### src/rtl/switch_acc_pkg.sv
// Shared types and constants for the switch accumulator.
package switch_acc_pkg;

  localparam int PRESS_CNT_W = 16;

  typedef enum logic [1:0] {
    ADD  = 2'b00,
    SUB  = 2'b01,
    LOAD = 2'b10,
    HOLD = 2'b11
  } acc_mode_e;

  typedef enum logic [1:0] {
    IDLE     = 2'b00,
    EXEC     = 2'b01,
    WAIT_REL = 2'b10
  } acc_state_e;

endpackage

### src/rtl/button_debouncer.sv
// Synchronises a raw active-low button and accepts a new level only after
// it has been stable for DEBOUNCE_CYCLES consecutive cycles.
module button_debouncer #(
  parameter int SYNC_STAGES     = 2,
  parameter int DEBOUNCE_CYCLES = 500000
) (
  input  logic Clk,
  input  logic Reset,
  input  logic key_n,
  output logic stable,
  output logic press
);

  localparam int CNT_W = $clog2(DEBOUNCE_CYCLES + 1);

  logic [SYNC_STAGES-1:0] sync_q;
  logic [CNT_W-1:0]       cnt;
  logic                   synced;

  assign synced = sync_q[SYNC_STAGES-1];

  always_ff @(posedge Clk) begin
    if (Reset) begin
      sync_q <= '1;
      stable <= 1'b1;
      cnt    <= '0;
      press  <= 1'b0;
    end else begin
      sync_q <= {sync_q[SYNC_STAGES-2:0], key_n};
      press  <= 1'b0;
      if (synced != stable) begin
        // The accepting cycle is the DEBOUNCE_CYCLES-th mismatch in a row.
        if (cnt == CNT_W'(DEBOUNCE_CYCLES - 1)) begin
          stable <= synced;
          press  <= stable & ~synced;
          cnt    <= '0;
        end else begin
          cnt <= cnt + 1'b1;
        end
      end else begin
        cnt <= '0;
      end
    end
  end

endmodule

### src/rtl/switch_accumulator.sv
// Button-driven accumulator: each debounced press folds sw into acc using
// the selected mode, with wrap or saturate arithmetic and a sticky overflow.
module switch_accumulator
  import switch_acc_pkg::*;
#(
  parameter int DATA_W          = 8,
  parameter int ACC_W           = 8,
  parameter int DEBOUNCE_CYCLES = 500000,
  parameter int SYNC_STAGES     = 2,
  parameter bit SATURATE        = 1'b0
) (
  input  logic                   Clk,
  input  logic                   Reset,
  input  logic [DATA_W-1:0]      sw,
  input  logic                   key_n,
  input  logic                   clear,
  input  logic [1:0]             mode,
  output logic [ACC_W-1:0]       acc,
  output logic                   ovf,
  output logic                   op_done,
  output logic [PRESS_CNT_W-1:0] press_count
);

  acc_state_e       state;
  logic             stable;
  logic             press;
  logic [ACC_W-1:0] operand;
  logic [ACC_W:0]   sum;
  logic [ACC_W:0]   diff;
  logic [ACC_W-1:0] nxt_acc;
  logic             nxt_ovf;

  button_debouncer #(
    .SYNC_STAGES    (SYNC_STAGES),
    .DEBOUNCE_CYCLES(DEBOUNCE_CYCLES)
  ) u_debouncer (
    .Clk   (Clk),
    .Reset (Reset),
    .key_n (key_n),
    .stable(stable),
    .press (press)
  );

  assign operand = ACC_W'(sw);
  assign sum     = {1'b0, acc} + {1'b0, operand};
  assign diff    = {1'b0, acc} - {1'b0, operand};

  always_comb begin
    nxt_acc = acc;
    nxt_ovf = ovf;
    unique case (acc_mode_e'(mode))
      ADD: begin
        nxt_acc = (SATURATE && sum[ACC_W]) ? '1 : sum[ACC_W-1:0];
        nxt_ovf = ovf | sum[ACC_W];
      end
      SUB: begin
        nxt_acc = (SATURATE && diff[ACC_W]) ? '0 : diff[ACC_W-1:0];
        nxt_ovf = ovf | diff[ACC_W];
      end
      LOAD: nxt_acc = operand;
      HOLD: nxt_acc = acc;
    endcase
  end

  always_ff @(posedge Clk) begin
    if (Reset) begin
      state       <= IDLE;
      acc         <= '0;
      ovf         <= 1'b0;
      op_done     <= 1'b0;
      press_count <= '0;
    end else begin
      op_done <= 1'b0;
      case (state)
        IDLE: if (press) state <= EXEC;
        EXEC: begin
          state <= WAIT_REL;
          if (!clear) begin
            acc         <= nxt_acc;
            ovf         <= nxt_ovf;
            op_done     <= 1'b1;
            press_count <= press_count + 1'b1;
          end
        end
        WAIT_REL: if (stable) state <= IDLE;
        default:  state <= IDLE;
      endcase
      if (clear) begin
        acc <= '0;
        ovf <= 1'b0;
      end
    end
  end

endmodule
### config.mk
export PLATFORM = sky130hd
export DESIGN_NAME = switch_accumulator
export DESIGN_NICKNAME = d
export VERILOG_FILES = /design/src/rtl/switch_acc_pkg.sv /design/src/rtl/button_debouncer.sv /design/src/rtl/switch_accumulator.sv
export SDC_FILE = /design/constraint.sdc
export NUM_CORES = 1
export LEC_CHECK = 0
export CAP_MARGIN = 20
export CORE_UTILIZATION = 25
export CTS_CLUSTER_DIAMETER = 80
export CTS_CLUSTER_SIZE = 16
export DETAILED_ROUTE_END_ITERATION = 8
export GPL_ROUTABILITY_DRIVEN = 0
export GPL_TIMING_DRIVEN = 0
export PLACE_DENSITY = 0.41
export SETUP_SLACK_MARGIN = 0.5
export SLEW_MARGIN = 40
export SYNTH_ARGS = -nofsm -noshare
export SYNTH_HDL_FRONTEND = slang
export SYNTH_HIERARCHICAL = 1
export SYNTH_SLANG_ARGS = --single-unit
### constraint.sdc
create_clock -name Clk -period 5.85 [get_ports Clk]
set_input_delay 1.17 -clock Clk [delete_from_list [all_inputs] [get_ports Clk]]
set_output_delay 1.17 -clock Clk [all_outputs]
set_load 0.05 [all_outputs]
Yosys cells after proc, flatten, opt, wreduce, memory -nomap -nowiden:

Index checks and enable logic that the tools add are counted.

* equality and inequality tests: 9
* muxes and demuxes: 6
* add/sub/neg operators: 4
* reductions and logical operators: 12
* bitwise logic cells: 9

Operator list (number)
* 8-bit one-hot mux with 3 select lines: 1
* 19-bit by 1-bit adder with 19-bit output (second input constant): 1
* 19-bit equality test (second input constant): 1
* 16-bit by 1-bit adder with 16-bit output (second input constant): 1
* 2-bit AND reduction: 5
* 8-bit by 8-bit adder with 9-bit output: 1
* 8-bit by 8-bit subtractor with 9-bit output: 1
* 2-bit equality test (second input constant): 3
* 1-bit inverter: 6
* 2-bit one-hot mux with 3 select lines: 1
* 3-bit OR reduction: 2
* 2-bit by 1-bit equality test with 1-bit output (second input constant): 2
* 2-bit logical NOT: 2
* 2-bit two-way mux: 2
* 2-bit by 1-bit != test with 1-bit output (second input constant): 2
* 2-bit OR reduction: 2
* 1-bit OR: 2
* 1-bit one-hot mux with 2 select lines: 1
* 2-bit nonzero test: 1
* 1-bit AND: 1
* 1-bit two-way mux: 1
* 1-bit != test: 1

* bits in registers: 51
* logic and storage cells: 49

Depth between registers and ports, before layout:

* depth after elaboration: 3
* depth in mapped cells: 8
* mapped depth without buffers: 8

By module:

The synthesis kept the hierarchy.

Modules (own cells, without submodules)
* switch_accumulator: cells an instance 246, instances 1, area an instance 2053.2 um2
* button_debouncer: cells an instance 109, instances 1, area an instance 1007.2 um2

Worst setup path after synthesis:

OpenSTA, ideal clock, no wires.

* path type: input port to flip-flop
* start: input port sw[0]
* end: register acc[6]
* arrival time: 2.669 ns
* setup slack: 3.107 ns
* stages on the path: 6
* data required time: 5.776 ns
* buffers on the path: 0
* cell sequence: ha_1 -> fa_1 -> a221oi_2 -> nand2b_1 -> a2111o_1 -> a31oi_1

* longest elaborated chain between the ends: 2
* elaborated cells between the ends (all ways): 3
* those cells by class: 2 x add/sub; 1 x mux

RTL lines
* start: declaration: RTL line switch_accumulator.sv:14 `input logic [DATA_W-1:0] sw,`
* 8-bit by 8-bit subtractor with 9-bit output / 8-bit by 8-bit adder with 9-bit output (equally long branches): RTL line switch_accumulator.sv:46, switch_accumulator.sv:45
* 8-bit one-hot mux with 3 select lines (*): RTL line switch_accumulator.sv:51 `unique case (acc_mode_e'(mode))`
* end signal: assignment: RTL line switch_accumulator.sv:79 `acc <= nxt_acc;`
* end: declaration: RTL line switch_accumulator.sv:18 `output logic [ACC_W-1:0] acc,`

Mark *: on every way between the ends. The rest lies on a longest branch, timed or not.
A chain may end at the register's enable or synchronous reset.

Worst setup path after layout:

* start: input port sw[1]
* end: register acc[7]

Same word-level chain as after synthesis.

==> impl_metrics.ini <==
[critical_path]
crit_path_max_incr_delay_ps = 650
ff2ff_path_depth = 6
worst-path-buf-inv = 2
path_cells = clkdlybuf4s50_1 > inv_1 > ha_1 > nor2b_1 > o2111ai_1 > nand3b_1 > or4_1 > a41oi_1
required_ps = 6060
startpoint_type = input pin
worstReg2RegStart = acc[1]
cp.arrival_ps = 3540
cp.depth = 8
crit_start = sw[1]
critPathMaxFanout = 5
setup.worst_path.class = input pin to flip-flop
crit_path_end_kind = flip-flop
cp_slowest_cell = clkdlybuf4s50_1
path_delay_family = simple AND/OR/NAND/NOR gates

[power_and_ir_drop]
irDropWorstVdd_mv = 0.0875
p_per_area_mw_per_mm2 = 195
p_leak_nw = 1.37

[placement]
dp_hpwl_um = 5680
port_buffers = 39
postPlaceCellArea_mm2 = 0.00363

[global_route]
first_global_vias = 2478
met1_usage_pct = 17.6
grt_pass1_wl_um = 12700
overflow = 0
track_usage_pct = 12.8
met2_usage_pct = 19.5
antenna_found_initial = 0
grt_busiest_layer = met2
grt_max_degree = 16
met3_usage_pct = 3.08

[yosys]
synth_ff_type = dfxtp_1
synthesis.nets = 395
async_flop_share_pct = 0
syn_area_mm2 = 0.00306
ys_seq_elements = 51
synth_edf_count = 0
seq_area_frac_synth_pct = 33.4
yosysUniqueCellTypes = 62
synth_warnings = 6
syn_area_per_cell_um2 = 8.62
netlist_instances = 355

[detailed_routing]
drt_first_iter_violations = 107
drtPass1Iterations = 4
finalWirelength_um = 7580
drcViolationCount = 0
via_count = 2642
antenna_left = 0
routedWlPerCell_um = 13.8
vias_per_cell = 4.82

[status]
status = completed

[cts]
cts_tree = done
cts_buffer_depth = 2
h-tree-depth = 2
post_cts_buffers = 0
hold_buffers = 0
cts_sinks = 51
cts-root-buf = clkbuf_16
insertion_delay_ps = 290
numCtsBuffers = 5
clk_pin_slew_worst_paths_ps = 70
cts_resized = 0

[sta]
fmaxAchievable_mhz = 300
period_needed_ps = 3330
rsz0062_at_grt = no
slew_viol_final = 0
fin_crit_sh_pct = 57.0
hold_violations = 0
fin_tns_setup_ps = 0
setup_viol = 0
maxSlewHeadroom_pct = 51.1
tightest_slew_ps = 731
fin_skew_ps = 5.90

[hold_path]
min_path_type = flip-flop to flip-flop
hp-start = u_debouncer/sync_q[0]
min_path_cells = 1

[cells_and_area]
drive_above_1_share_pct = 6.23
diodes = 0
syn_to_final_growth_pct = 24.1
fin_nets = 441
fillers = 1270
fin_util_pct = 31.7
fin_area_mm2 = 0.00380

[floorplanning]
start_util_pct = 25.6
fp-row-count = 40
top_level_ports = 40
core_mm2 = 0.0120
fp.dieH_um = 113
die_area_mm2 = 0.0127
die_x_um = 113

[flow_run]
maxCapViolCount = 0
[flip-flops by register name, indices dropped and copies added, names as in the netlist]
| signal | flops |
|---|---|
| u_debouncer/cnt | 19 |
| press_count | 16 |
| u_debouncer/stable | 1 |
| state | 2 |
| u_debouncer/sync_q | 2 |
| u_debouncer/press | 1 |
| acc | 8 |
| op_done | 1 |
| ovf | 1 |
[report_power, final]
part           switching (mW)  internal (mW)  leakage (nW)  total, mW
combinational          0.0344         0.0245         0.882     0.0589
clock                   0.134          0.200        0.0759      0.334
sequential           0.000364          0.348         0.411      0.348
[layout make-up]
cell class | count | area [µm²] | area share (%)
inverter | 20 | 75.1 | 1.98
timing repair buffer | 39 | 390 | 10.3
clock buffer | 5 | 125 | 3.29
tap | 147 | 184 | 4.84
clock inverter | 2 | 37.5 | 0.988
sequential | 51 | 1020 | 26.9
buffer | 12 | 73.8 | 1.94
multi-input combinational | 272 | 1890 | 49.8
[metal layers]
metal / routed length, µm / vias up / part of all wire (%)
met5: 0 / - / 0
met4: 97 / 0 / 1.3
met3: 304 / 7 / 4.0
met2: 3370 / 42 / 44
met1: 3800 / 1231 / 50
li1: - / 1362 / -
[Yosys cell counts (7+ instances only)]
master	instances	area share (%)
nor3_1	8	1.3
dfxtp_1	51	33
xnor2_1	14	4.0
clkbuf_1	7	0.86
nand2_1	21	2.6
a21oi_1	15	2.5
nand4_1	9	1.8
o21ai_0	13	2.1
inv_1	20	2.5
nand3_1	13	2.1
nor2_1	42	5.2
xor2_1	14	4.0
ha_1	24	9.8
[path summary, 6_finish.rpt]
kind | to | slack, ps
setup / recovery | acc[7] | 2520
hold / removal | u_debouncer/sync_q[1] | 410
setup reg to reg | acc[7] | 3680
hold reg to reg | u_debouncer/sync_q[1] | 410
[placed cells by master (no fill, tap or decap), types with 3 or more instances in the layout]
cell type        netlist  final
dfxtp_1               51     51
nor2_1                42     42
clkdlybuf4s50_1        0     39
ha_1                  24     24
nand2_1               21     21
inv_1                 20     20
a21oi_1               15     15
xnor2_1               14     14
xor2_1                14     14
o21ai_0               13     13
nand3_1               13     13
nand4_1                9      9
nor3_1                 8      8
clkbuf_1               7      7
nor2b_1                6      6
a31oi_1                6      6
or3_1                  5      5
nand2b_1               5      5
a211oi_1               5      5
clkbuf_16              0      5
or2_2                  4      4
mux2i_1                4      4
nor4_1                 4      4
or4_1                  4      4
and3_1                 3      3
o22ai_1                3      3
o31ai_1                3      3
nor3b_1                3      3
o211ai_1               3      3
[worst reg2reg max path, stage by stage, from the launching register on]
cell and delay [ps]:
dfxtp_1 470, ha_1 290, nor2b_1 140, o2111ai_1 320
nand3b_1 160, or4_1 480, a41oi_1 230
[through the flow]
stage | hold slack (ps) | power, mW | setup WS [ps] | cells
after CTS | 414 | 0.757 | 2540 | 548
after global routing | 439 | 0.778 | 2370 | 548
final | 410 | 0.741 | 2520 | 548
after detailed placement | 398 | 0.416 | 2250 | 541
after global placement | 391 | 0.415 | 2230 | 541
after floorplan | 389 | 0.391 | 3110 | 355
[logic make-up (layout without fill, tap and decap cells)]
family / after synthesis / count (layout) / synth area share, %
compound gates: 68 / 68 / 15.1
xor+xnor: 28 / 28 / 8.01
fa+ha+maj: 26 / 26 / 11.1
buf+inv: 32 / 78 / 4.86
flops: 51 / 51 / 33.4
mux: 4 / 4 / 1.31
simple gates: 146 / 146 / 26.2
Power figures use the tool's default switching activity.
